[src/rtl/pe_array_sched.sv]
// Job sequencer for the 4-PE systolic alignment array: latches one query/reference job,
// clears the array, sweeps the diagonal counter and streams the traceback words downstream.
//
// state   | meaning
// --------+------------------------------------------------------------
// IDLE    | waiting for start; job latches hold their last contents
// CLEAR   | one-cycle array clear, counter rewound to 0
// RUN     | sweeping ctr 0..2L-1, array advances whenever the stream can take a beat
// DRAIN   | array frozen, waiting for the final beat to be accepted
// DONE    | one-cycle completion pulse

module pe_array_sched #(
   parameter int B  = 4,
   parameter int L  = 8,
   parameter int BW = 3
) (
   input  logic              clk,
   input  logic              reset,
   input  logic              start,
   output logic              start_ready,
   input  logic [BW*L-1:0]   ref_seq,
   input  logic [BW*B-1:0]   qry_seq,
   input  logic              abort,
   output logic [7:0]        ctr,
   output logic [BW*B-1:0]   R,
   output logic [BW*B-1:0]   Q,
   output logic              pe_en,
   output logic              pe_clr,
   input  logic [BW*B-1:0]   out_pe,
   output logic              tb_valid,
   input  logic              tb_ready,
   output logic [BW*B-1:0]   tb_data,
   output logic [7:0]        tb_idx,
   output logic              busy,
   output logic              done
);

   localparam logic [2:0] S_IDLE  = 3'd0;
   localparam logic [2:0] S_CLEAR = 3'd1;
   localparam logic [2:0] S_RUN   = 3'd2;
   localparam logic [2:0] S_DRAIN = 3'd3;
   localparam logic [2:0] S_DONE  = 3'd4;

   localparam logic [7:0] CTR_LAST = 8'(2*L-1);

   logic [2:0]      state;
   logic [BW*L-1:0] ref_lat;
   logic [BW*B-1:0] qry_lat;

   assign start_ready = (state == S_IDLE);
   assign busy        = (state != S_IDLE);
   assign pe_clr      = (state == S_CLEAR);
   assign done        = (state == S_DONE);
   // the array only steps when the previous beat has left or is leaving now
   assign pe_en       = (state == S_RUN) && (!tb_valid || tb_ready);
   assign tb_data     = out_pe;
   assign Q           = (state == S_RUN) ? qry_lat : '0;

   always_comb begin
      R = '0;
      if (state == S_RUN) begin
         for (int i = 0; i < B; i++) begin
            if ((int'(ctr) >= i) && (int'(ctr) < i + L))
               R[BW*i +: BW] = ref_lat[BW*(int'(ctr) - i) +: BW];
         end
      end
   end

   always_ff @(posedge clk or negedge reset) begin
      if (!reset) begin
         state    <= S_IDLE;
         ctr      <= '0;
         ref_lat  <= '0;
         qry_lat  <= '0;
         tb_valid <= 1'b0;
         tb_idx   <= '0;
      end else if (abort && (state != S_IDLE)) begin
         state    <= S_IDLE;
         ctr      <= '0;
         tb_valid <= 1'b0;
      end else begin
         case (state)
            S_IDLE: begin
               if (start) begin
                  ref_lat <= ref_seq;
                  qry_lat <= qry_seq;
                  state   <= S_CLEAR;
               end
            end
            S_CLEAR: begin
               ctr      <= '0;
               tb_valid <= 1'b0;
               state    <= S_RUN;
            end
            S_RUN: begin
               if (pe_en) begin
                  tb_valid <= 1'b1;
                  tb_idx   <= ctr;
                  if (ctr == CTR_LAST)
                     state <= S_DRAIN;
                  else
                     ctr <= ctr + 8'd1;
               end
            end
            S_DRAIN: begin
               if (tb_valid && tb_ready && (tb_idx == CTR_LAST)) begin
                  tb_valid <= 1'b0;
                  state    <= S_DONE;
               end
            end
            S_DONE: state <= S_IDLE;
            default: state <= S_IDLE;
         endcase
      end
   end

endmodule
[config.mk]
export PLATFORM = sky130hd
export DESIGN_NAME = pe_array_sched
export DESIGN_NICKNAME = d
export VERILOG_FILES = /design/src/rtl/pe_array_sched.sv
export SDC_FILE = /design/constraint.sdc
export NUM_CORES = 1
export LEC_CHECK = 0
export ABC_AREA = 1
export BUFFER_PORTS_ARGS = -buffer_cell sky130_fd_sc_hd__buf_2
export CAP_MARGIN = 0
export CORE_ASPECT_RATIO = 1.1
export CORE_UTILIZATION = 40
export DETAILED_ROUTE_END_ITERATION = 10
export GPL_TIMING_DRIVEN = 0
export PLACE_DENSITY = 0.64
export SLEW_MARGIN = 25
export SYNTH_ARGS = -nofsm -noshare
export SYNTH_HDL_FRONTEND = slang
export SYNTH_SLANG_ARGS = --single-unit
[constraint.sdc]
create_clock -name clk -period 9.9 [get_ports clk]
set_clock_uncertainty 0.1 [all_clocks]
set_input_delay 1.98 -clock clk [delete_from_list [all_inputs] [get_ports clk]]
set_output_delay 1.98 -clock clk [all_outputs]
set_load 0.005 [all_outputs]
==> impl_metrics.py <==
metrics = {
    "timing": {
        "max_clock_freq_mhz": 123,
        "final.setup.tns_ns": 0,
        "final_period_minus_worst_setup_slack_ns": 8.15,
        "finalMaxSlewViolations": 0,
        "maxSlewHeadroom_pct": 42.2,
        "timing_worst_slew_pin_value_ns": 0.864,
        "timing.final.hold_violations": 0,
        "rsz0062_at_grt": "no",
        "final.period_utilization_pct": 82.3,
        "setup_viol": 0,
        "whs_ns": 0.409,
    },
    "route": {
        "route.final.wire_length_um": 19000,
        "overall_via_count_from_detail_route": 6421,
        "drt-vias-per-instance": 5.40,
        "drt_first_pass_iters": 5,
        "ant_nets": 0,
        "avgRoutedWirePerCell_um": 16.0,
        "post-route-drc-count": 0,
        "drt_iter0_markers": 577,
    },
    "floorplan": {
        "floorplan.initialDensity_pct": 41.3,
        "die_area_mm2": 0.0148,
        "die_width_um": 116,
        "die-height_um": 128,
        "core_area_mm2": 0.0139,
        "floorplan.rows": 45,
        "io_pins": 111,
    },
    "logic_synthesis": {
        "synth.ff_latch_count": 56,
        "postSynthCellCount": 896,
        "dominant_register_cell_in_the_synthesized_netlist": "dfrtp_1",
        "synth_async_sr_flop_share_pct": 100,
        "synth_top_area_share_pct": 24.4,
        "synth.cell_area_mm2": 0.00574,
        "synthesis.yosys.warnings": 0,
        "synth.distinct_cells": 46,
        "synth_area_per_cell_um2": 6.41,
        "synth_enable_flop_cells": 0,
        "ys_top_cells_by_area": "dfrtp_1 (24%), nand2_1 (15%), nand3_1 (8.5%)",
        "syn_nets": 983,
        "synth_area_leader_cell": "dfrtp_1",
        "synth.yosys.seq_area_share_pct": 24.4,
    },
    "global_routing": {
        "groute.usage.overall_pct": 26.4,
        "wire_length_of_the_first_global_routing_pass_um": 30300,
        "grt_util_met3_pct": 3.23,
        "aggregate_global_routing_overflow": 0,
        "number_of_global_route_vias_before_repair": 5867,
        "grt_start_max_net_pins": 57,
        "grt_antenna_before_repair": 0,
        "top_usage_layer": "met2",
        "globalRouteMet1Util_pct": 36.6,
        "groute.layer.met2.usage_pct": 41.5,
    },
    "worst_setup_path": {
        "crit_required_ns": 7.82,
        "crit_buf_inv": 12,
        "critical_path.max_fanout": 12,
        "critical_setup_path_kind": "register to output port",
        "critical_path.slowest_cell": "clkbuf_1",
        "endpoint_kind": "output port",
        "worstPathArrival_ns": 6.07,
        "crit_family": "buffers and inverters",
        "crit_path_start_kind": "register",
        "timing.critical_path.cells": "buf_2, inv_1, clkbuf_1, ha_1, buf_2, inv_1, clkbuf_1, clkbuf_1, ha_1, ha_1, inv_1, fa_1, inv_1, nand3_1, nand2_1, xnor2_1, nand3_2, nand2_4, buf_6, nand2_1, o41ai_1, inv_1, a21oi_1, buf_2",
        "regToRegSetupSlack_ns": 6.19,
        "timing.critical_path.mode_cell": "inv_1",
        "cpPeakStageDelay_ns": 0.64,
    },
    "clock_network": {
        "post-cts-setup-buffers": 0,
        "post_cts.resized_instances": 0,
        "max-clock-path-buffers": 2,
        "worst_skew_pair.late_latency_ns": 0.30,
        "tritoncts.num_buffers": 5,
        "clock_tree.root_cell": "clkbuf_16",
        "clk_pin_slew_ns": 0.07,
        "cts_tree": "done",
        "clock_sinks": 56,
        "htree_levels": 2,
        "postCtsHoldBufs": 0,
    },
    "pwr": {
        "power.combinational.fraction_pct": 77.7,
        "p_per_area_mw_per_mm2": 396,
        "power.share.sequential_pct": 15.3,
        "p_switching_mw": 1.52,
        "vdd.ir_drop.worst_v": 0.000201,
        "intPower_mw": 1.10,
        "clock_power_share_pct": 7.0,
        "p_sw_share_pct": 58.2,
        "power_leakage_nw": 3.53,
        "fin_total_pwr_mw": 2.62,
    },
    "placed_design": {
        "gp_weighted_congestion": 0.932,
        "port-buffer-count": 98,
        "place.detailed.hpwl_um": 14900,
        "place.detailed.instances": 1182,
    },
    "outcome": {
        "status": "completed",
    },
    "run": {
        "timing.max_cap.violations": 0,
    },
    "cells_and_area": {
        "instances_no_fill": 1190,
        "final_layout_size_suffix_gt1_share_pct": 17.0,
        "nNetsFinal": 1088,
        "final_util_pct": 47.6,
        "layout-area-overhead-vs-synth_pct": 15.3,
        "antenna_cells": 0,
    },
    "min_path": {
        "min-delay-path-class": "register to register",
    },
}
-- tightest hold or removal path, delay by kind of cell (launching register included) --
family	cells	cell delay, ns
flops	1	0.36
compound gates	1	0.06
simple gates	1	0.05
-- sequential cells by signal, summed over array words and instances, names as in the netlist --
name and cells:
ref_lat 24, qry_lat 12, ctr 8, tb_idx 8, state 3, tb_valid 1
-- routing by layer --
layer  vias to the layer above  routed length, µm  part of all wire (%)
met5                         -                  0                     0
met3                        33               1290                   6.8
met1                      2994               8520                    45
met2                       260               8580                    45
li1                       3134                  -                     -
met4                         0                632                   3.3
-- final timing paths --
| path | from | to | cells past startpoint |
|---|---|---|---|
| worst max-delay path | ctr[0] | R[4] | 24 |
| worst min-delay path | tb_idx[2] | tb_idx[2] | 2 |
| worst max register to register | ctr[0] | ctr[1] | 9 |
| worst min register to register | tb_idx[2] | tb_idx[2] | 2 |
| max in group asynchronous | reset | ref_lat[18] | 1 |
| min in group asynchronous | reset | tb_idx[7] | 1 |
-- synthesized netlist by cell type (2+ instances only) --
cell / instances
o22ai_1: 5
o211ai_1: 6
nor2_2: 2
inv_1: 99
nor2_4: 4
buf_2: 8
buf_6: 6
buf_1: 5
a31oi_1: 6
xor2_1: 13
nand3_2: 3
o2111ai_1: 2
clkbuf_8: 2
clkinv_1: 3
nand4_1: 11
inv_2: 5
fa_1: 3
mux2_2: 13
nand3_1: 97
ha_1: 31
clkbuf_1: 12
xnor2_1: 7
buf_4: 12
dfrtp_1: 56
o21ai_0: 52
nand2_4: 5
o41ai_1: 2
nand3b_1: 3
a32o_1: 2
nor2_1: 99
nor3_1: 9
nand2_1: 233
a21oi_1: 64
o21ai_1: 4
-- metrics by stage --
| stage | worst slack [ns] | area [µm²] |
|---|---|---|
| 2_1_floorplan | 3.60 | 5740 |
| 3_3_place_gp | 2.19 | 6470 |
| 3_5_place_dp | 2.18 | 6470 |
| 4_1_cts | 1.85 | 6620 |
| 5_1_grt | 1.30 | 6620 |
| 6_report | 1.75 | 6620 |
-- layout by cell type (no fill, tap or decap), types with 3 or more instances in the layout --
cell,synthesis,layout
nor3_1,9,9
clkbuf_1,12,12
o21ai_0,52,52
mux2_2,13,13
nand3_1,97,97
clkinv_1,3,3
inv_1,99,99
xnor2_1,7,7
buf_4,12,13
dfrtp_1,56,56
fa_1,3,3
nor2_4,4,4
clkbuf_16,0,5
o21ai_1,4,4
nand2_1,233,233
nand3b_1,3,3
a31oi_1,6,6
buf_2,8,105
o22ai_1,5,5
nand4_1,11,11
buf_1,5,5
nand2_4,5,5
nor2_1,99,99
buf_6,6,6
o211ai_1,6,6
ha_1,31,31
xor2_1,13,13
inv_2,5,5
nand3_2,3,3
a21oi_1,64,64
-- cells by family after synthesis --
group	share of synthesized area, %
fa+ha+maj	7.80
simple gates	35.5
xor+xnor	3.33
compound gates	14.3
mux	2.55
buf+inv	12.1
flops	24.4
-- power groups by stage --
| stage | sequential, mW | clock, mW | combinational [mW] |
|---|---|---|---|
| 6_report | 0.400 | 0.184 | 2.03 |
| 5_1_grt | 0.410 | 0.196 | 2.26 |
| 4_1_cts | 0.397 | 0.187 | 2.00 |
| 3_5_place_dp | 0.401 | 0 | 1.99 |
| 3_3_place_gp | 0.400 | 0 | 1.98 |
| 2_1_floorplan | 0.370 | 0 | 1.48 |
-- final cells by class --
type	count	area, µm²
plain buffers	46	294
clock buffers	5	125
clock inverters	3	26.3
fillers	1520	7290
inverters	107	402
multi-input cells	687	3640
flip-flops and latches	56	1400
well taps	188	235
repair buffers	98	493
(Power assumes the default switching activity.)
